### config.mk
export PLATFORM = sky130hd
export DESIGN_NAME = uart_tx
export DESIGN_NICKNAME = d
export VERILOG_FILES = /design/src/rtl/uart_tx.sv
export SDC_FILE = /design/constraint.sdc
export NUM_CORES = 1
export LEC_CHECK = 0
export ABC_AREA = 1
export CAP_MARGIN = 30
export CORE_ASPECT_RATIO = 2
export CORE_MARGIN = 2
export CORE_UTILIZATION = 51
export CTS_CLUSTER_SIZE = 24
export DETAILED_ROUTE_END_ITERATION = 7
export GPL_ROUTABILITY_DRIVEN = 0
export PLACE_DENSITY = 0.71
export SLEW_MARGIN = 20
export SYNTH_ARGS = -nofsm -noshare
export SYNTH_HDL_FRONTEND = slang
export SYNTH_SLANG_ARGS = --single-unit
### constraint.sdc
create_clock -name clk -period 1.9 [get_ports clk]
set_clock_uncertainty 0.05 [all_clocks]
set_input_delay 0.38 -clock clk [delete_from_list [all_inputs] [get_ports clk]]
set_output_delay 0.38 -clock clk [all_outputs]
set_load 0.05 [all_outputs]
### src/rtl/uart_tx.sv
// uart_tx: 8N1 UART transmitter with a valid/ready byte input and a one-entry holding register.
// Build option: define UART_TX_PARITY_EN to append an even-parity bit after D7.
module uart_tx #(
    parameter int unsigned CLK_RATE  = 100_000_000,
    parameter int unsigned BAUD_RATE = 1_000_000,
    parameter int unsigned STOP_BITS = 1
) (
    input  logic       clk,
    input  logic       areset,
    input  logic [7:0] data,
    input  logic       data_val,
    output logic       ready,
    output logic       tx,
    output logic       busy
);

    localparam int unsigned CLKS_PER_BAUD = int'(CLK_RATE / BAUD_RATE);
    localparam int unsigned CntW          = $clog2(CLKS_PER_BAUD + 1);
    localparam logic [CntW-1:0] BaudLast  = CntW'(CLKS_PER_BAUD);
    localparam logic [CntW-1:0] BaudOne   = CntW'(1);

    if (CLKS_PER_BAUD < 2) begin : g_bad_baud
        $error("uart_tx: CLK_RATE / BAUD_RATE must be at least 2");
    end
    if (STOP_BITS != 1 && STOP_BITS != 2) begin : g_bad_stop
        $error("uart_tx: STOP_BITS must be 1 or 2");
    end

`ifdef UART_TX_PARITY_EN
    typedef enum logic [2:0] {StIdle, StStart, StData, StParity, StStop} state_e;
`else
    typedef enum logic [1:0] {StIdle, StStart, StData, StStop} state_e;
`endif

    state_e          state_q, state_d;
    logic [CntW-1:0] baud_cnt_q, baud_cnt_d;
    logic [2:0]      bit_cnt_q, bit_cnt_d;
    logic            stop_cnt_q, stop_cnt_d;
    logic [7:0]      shift_q, shift_d;
    logic [7:0]      hold_q, hold_d;
    logic            hold_val_q, hold_val_d;
    logic            tx_q, tx_d;
`ifdef UART_TX_PARITY_EN
    logic            parity_q, parity_d;
`endif

    logic       handshake;
    logic       baud_end;
    logic       stop_last;
    logic       frame_end;
    logic       load;
    logic [7:0] load_byte;

    assign handshake = data_val && ready;
    assign baud_end  = (baud_cnt_q == BaudLast);
    assign stop_last = (STOP_BITS == 1) || stop_cnt_q;
    assign frame_end = (state_q == StStop) && baud_end && stop_last;

    always_comb begin
        state_d    = state_q;
        baud_cnt_d = baud_cnt_q;
        bit_cnt_d  = bit_cnt_q;
        stop_cnt_d = stop_cnt_q;
        shift_d    = shift_q;
        hold_d     = hold_q;
        hold_val_d = hold_val_q;
        load       = 1'b0;
        load_byte  = data;

        if (state_q != StIdle) begin
            baud_cnt_d = baud_end ? BaudOne : baud_cnt_q + BaudOne;
        end

        unique case (state_q)
            StIdle: begin
                if (handshake) load = 1'b1;
            end
            StStart: begin
                if (baud_end) begin
                    state_d   = StData;
                    bit_cnt_d = 3'd0;
                end
            end
            StData: begin
                if (baud_end) begin
                    if (bit_cnt_q == 3'd7) begin
`ifdef UART_TX_PARITY_EN
                        state_d = StParity;
`else
                        state_d = StStop;
`endif
                        stop_cnt_d = 1'b0;
                    end else begin
                        shift_d   = {1'b0, shift_q[7:1]};
                        bit_cnt_d = bit_cnt_q + 3'd1;
                    end
                end
            end
`ifdef UART_TX_PARITY_EN
            StParity: begin
                if (baud_end) begin
                    state_d    = StStop;
                    stop_cnt_d = 1'b0;
                end
            end
`endif
            StStop: begin
                if (baud_end) begin
                    if (!stop_last) begin
                        stop_cnt_d = 1'b1;
                    end else if (hold_val_q) begin
                        load       = 1'b1;
                        load_byte  = hold_q;
                        hold_val_d = 1'b0;
                    end else if (handshake) begin
                        load = 1'b1;
                    end else begin
                        state_d = StIdle;
                    end
                end
            end
            default: state_d = StIdle;
        endcase

        // A new frame starts on the next cycle with no idle gap.
        if (load) begin
            state_d    = StStart;
            shift_d    = load_byte;
            baud_cnt_d = BaudOne;
        end

        if (handshake && state_q != StIdle && !frame_end) begin
            hold_d     = data;
            hold_val_d = 1'b1;
        end

        if (state_d == StIdle) baud_cnt_d = '0;

`ifdef UART_TX_PARITY_EN
        parity_d = load ? ^load_byte : parity_q;
`endif

        // tx is registered, so it is decoded from the next state.
        unique case (state_d)
            StStart:  tx_d = 1'b0;
            StData:   tx_d = shift_d[0];
`ifdef UART_TX_PARITY_EN
            StParity: tx_d = parity_d;
`endif
            default:  tx_d = 1'b1;
        endcase
    end

    always_ff @(posedge clk or posedge areset) begin
        if (areset) begin
            state_q    <= StIdle;
            baud_cnt_q <= '0;
            bit_cnt_q  <= 3'd0;
            stop_cnt_q <= 1'b0;
            shift_q    <= 8'h00;
            hold_q     <= 8'h00;
            hold_val_q <= 1'b0;
            tx_q       <= 1'b1;
`ifdef UART_TX_PARITY_EN
            parity_q   <= 1'b0;
`endif
        end else begin
            state_q    <= state_d;
            baud_cnt_q <= baud_cnt_d;
            bit_cnt_q  <= bit_cnt_d;
            stop_cnt_q <= stop_cnt_d;
            shift_q    <= shift_d;
            hold_q     <= hold_d;
            hold_val_q <= hold_val_d;
            tx_q       <= tx_d;
`ifdef UART_TX_PARITY_EN
            parity_q   <= parity_d;
`endif
        end
    end

    assign ready = ~hold_val_q;
    assign tx    = tx_q;
    assign busy  = (state_q != StIdle) || hold_val_q;

endmodule

==> metrics.txt, run 1 <==
status=finished, final reports clean; All-Layer GR Usage=0.225; endpoints failing setup=0; complex-gate fraction of the synthesized area=0.131; CP Launch Type=register; Post-Synth XOR/XNOR Area=0.00486; Bufs and invs on worst path=1; CTS Sinks=30; share of the synthesized area in the top cell type=0.403; I/O pin total=14; fin. max-slew vios=0; clock buffer depth=2; first-pass GRT wire length=roughly 6600 µm; post-synthesis sequential area ratio=0.417; Die Y=approximately 90 µm; Net Sw Frac=0.217; min Tclk post-route=~1800 ps; CTS Hold Bufs=0; critical path fanouts, max=8; pwr dens=between 500 and 600 nW/µm²; DPL Wire Length=2890 µm; Critical Path RT=2020 ps; CP most frequent cell=nand2_4; syn_nets=242; Root Driver=clkbuf_8; Clock Power Share=0.424; Internal Dissipation=around 0.00097 W; M2 GR Usage=0.394; proportion of synthesized area in mux cells=0.00625; critical path type=reg2reg; aggregate global routing overflow=0; DRT iter0 DRCs=just under 50; WL per Instance=between 10 and 15 µm; crit-path max cell delay=between 300 and 400 ps; Critical Path Sink Type=register; Slew @ Worst Pin=about 390 ps; pre-CTS setup slack=-8.20 ps; largest net degree at the start of global routing=31; GR Util met3=0.0536; Layout Area Growth over Synthesis=25.8%; RSZ-0062 raised after global routing=true; FP Rows=30; H-tree Lvls=2; Clock Latency Late Sink=between 200 and 300 ps; busiest metal layer after global routing=met2; initial cell density of the core=0.533; routed vias/inst=5.60; Vias=1603; CTS clk-pin slew, worst paths=60 ps; TritonCTS clock tree=yes; synth warn=0; Synth area leader=dfrtp_1; power share of the sequential group=0.532; Synth cell types=30; Tot Pwr=between 0.001 and 0.0015 W; PortBufs=13; Post-Route WL=between 3000 and 4000 µm; final hold violations=0; max-cap viol count=0; worst hold path class=in2async; CP top delay family=simple AND/OR/NAND/NOR gates; Final WS setup=slightly below 80 ps; vias in the first global route=~1.6k; TritonRoute pass-1 iters=5; initial antenna violation count=0; top cells by area, synth=dfrtp_1, nand2_1, ha_1; leakage power=between 1 and 1.5 nW; Die Area=4050 µm²; Crit-path slowest cell=dfrtp_1; Comb pwr share=0.044; Crit path arrival time=1940 ps; GR Layer Usage met1=0.227; Ant. Diodes=0; Seq cells post-synth=30; TritonCTS Buffers=5; FMAX=about 0.55 GHz; Syn Inst Count=around 220; CORE AREA=roughly 3400 µm²; sw power=0.000270 W; worst-path cell chain=inv_1 -> ha_2 -> nand2_4 -> nor2_8 -> nand2_8 -> nand2_2 -> nand3_2 -> a21oi_4 -> nand2_4 -> nand3_1 -> nand2_1; cell area after synthesis=between 1500 and 2000 µm²; adder-cell share of the synthesized area=0.0625; largest family of logic cells by synthesized area=simple AND/OR/NAND/NOR gates; DRC violations left=0; post-synthesis simple-gate area fraction=0.292; synthesized area per cell=roughly 8.1 µm²; maximum VDD drop=roughly 440 µV; final period utilization=0.959; filler instances=just under 300; post-route ant nets=0; slew margin rel.=0.739; fraction of layout instances using a drive strength above 1=0.256; die width=46.0 µm; Nets=273
per-layer routing:
layer,part of all wire,wire (µm)
met5,0,0
met2,0.56,2230
met4,0.029,116
met3,0.031,123
met1,0.38,1500
worst reg2reg max path: stages (launching register included):
cell	delay [ps]
dfrtp_1	380
inv_1	60
ha_2	190
nand2_4	70
nor2_8	150
nand2_8	100
nand2_2	80
nand3_2	90
a21oi_4	250
nand2_4	130
nand3_1	100
nand2_1	60
stage by stage:
step	utilization	instances	cell area [µm²]	hold WS (ps)	TNS [ps]
after floorplan	-	222	1810	398	0
after global placement	0.611	274	2070	414	0
after detailed placement	0.611	274	2070	438	-11.8
after CTS	0.645	284	2180	426	0
after global routing	0.671	286	2270	475	-31.0
final	0.671	286	2270	421	0
path summary, 6_finish.rpt:
check                      slack [ps]            end  depth (start not counted)           from
hold / removal                    420   bit_cnt_q[0]                          3         areset
min in group clk                  450      hold_q[1]                          2      hold_q[1]
hold reg to reg                   450      hold_q[1]                          2      hold_q[1]
setup reg to reg                   80  baud_cnt_q[2]                         11  baud_cnt_q[0]
setup / recovery                   80  baud_cnt_q[2]                         11  baud_cnt_q[0]
max in group asynchronous        1060             tx                          3         areset
cell type report:
type	count	area [µm²]	area share
inverter	32	125	0.0552
clock inverter	1	5.00	0.00221
sequential	30	752	0.332
timing repair buffer	28	277	0.122
clock buffer	7	86.3	0.0381
multi-input combinational	156	981	0.433
tap	32	40.0	0.0177
kinds of logic (layout without fill, tap and decap cells):
kind of cell / after synthesis / in the layout
AND/OR/NAND/NOR: 101 / 102
AO/OA/AOI/OAI: 43 / 43
buffers and inverters: 37 / 68
flip-flops: 30 / 30
adder cells (fa/ha/maj): 9 / 9
XOR/XNOR: 1 / 1
multiplexers: 1 / 1
flip-flops by register name (all words and copies together), names as in the netlist:
signal / count
tx: 1
state_q: 2
hold_val_q: 1
baud_cnt_q: 7
bit_cnt_q: 3
hold_q: 8
shift_q: 8
Yosys cell counts:
library cell and number:
mux2_2 1, dfrtp_1 29, a21oi_4 1, nand4_1 4, nand2_1 36, dfstp_2 1, a31o_2 1, inv_2 1
nor2_1 20, nor3_4 1, o21ai_1 13, nor3_1 1, xnor2_1 1, o21a_1 1, buf_2 3, nor2_2 1
nand2_2 5, o21ai_0 19, nand2_4 5, nor2_8 1, nand3_1 22, ha_1 9, inv_1 30, or2_2 1
buf_6 1, o31ai_1 1, a21oi_1 7, clkinv_2 1, buf_4 1, nand3_2 4
power by group through the flow:
stage	registers [W]	logic, W	clock network [W]
global placement	0.000672	0.0000548	0
floorplan	0.000670	0.0000252	0
detailed placement	0.000673	0.0000558	0
CTS	0.000662	0.0000559	0.000541
finish	0.000662	0.0000547	0.000527
global route	0.000663	0.0000636	0.000568
timing repair:
item,CTS,global route
setup endpoints to repair,5,13
setup buffers,1,2
gates resized for setup,2,19
pin swaps,1,3
cloned,1,0
placed cells by master, fill, tap and decap left out, drive strengths merged:
master / instances
dfrtp: 29
o21a: 1
mux2: 1
a31o: 1
nor3: 2
nand3: 26
clkinvlp: 1
buf: 18
clkinv: 2
dfstp: 1
o31ai: 1
o21ai: 32
nand2: 47
ha: 9
clkdlybuf4s50: 10
nor2: 22
xnor2: 1
or2: 1
inv: 30
nand4: 4
clkbuf: 7
a21oi: 8
Note: power is estimated with default switching activity, not from simulation.
==> run 2, diff against run 1 <==
--- a/config.mk
+++ b/config.mk
@@ -14,7 +14,7 @@
 export DETAILED_ROUTE_END_ITERATION = 7
 export GPL_ROUTABILITY_DRIVEN = 0
 export PLACE_DENSITY = 0.71
-export SLEW_MARGIN = 20
+export SLEW_MARGIN = 5
 export SYNTH_ARGS = -nofsm -noshare
 export SYNTH_HDL_FRONTEND = slang
 export SYNTH_SLANG_ARGS = --single-unit
==> results of run 2 <==
The final DEF is identical to that of run 1; final timing and power are the same.
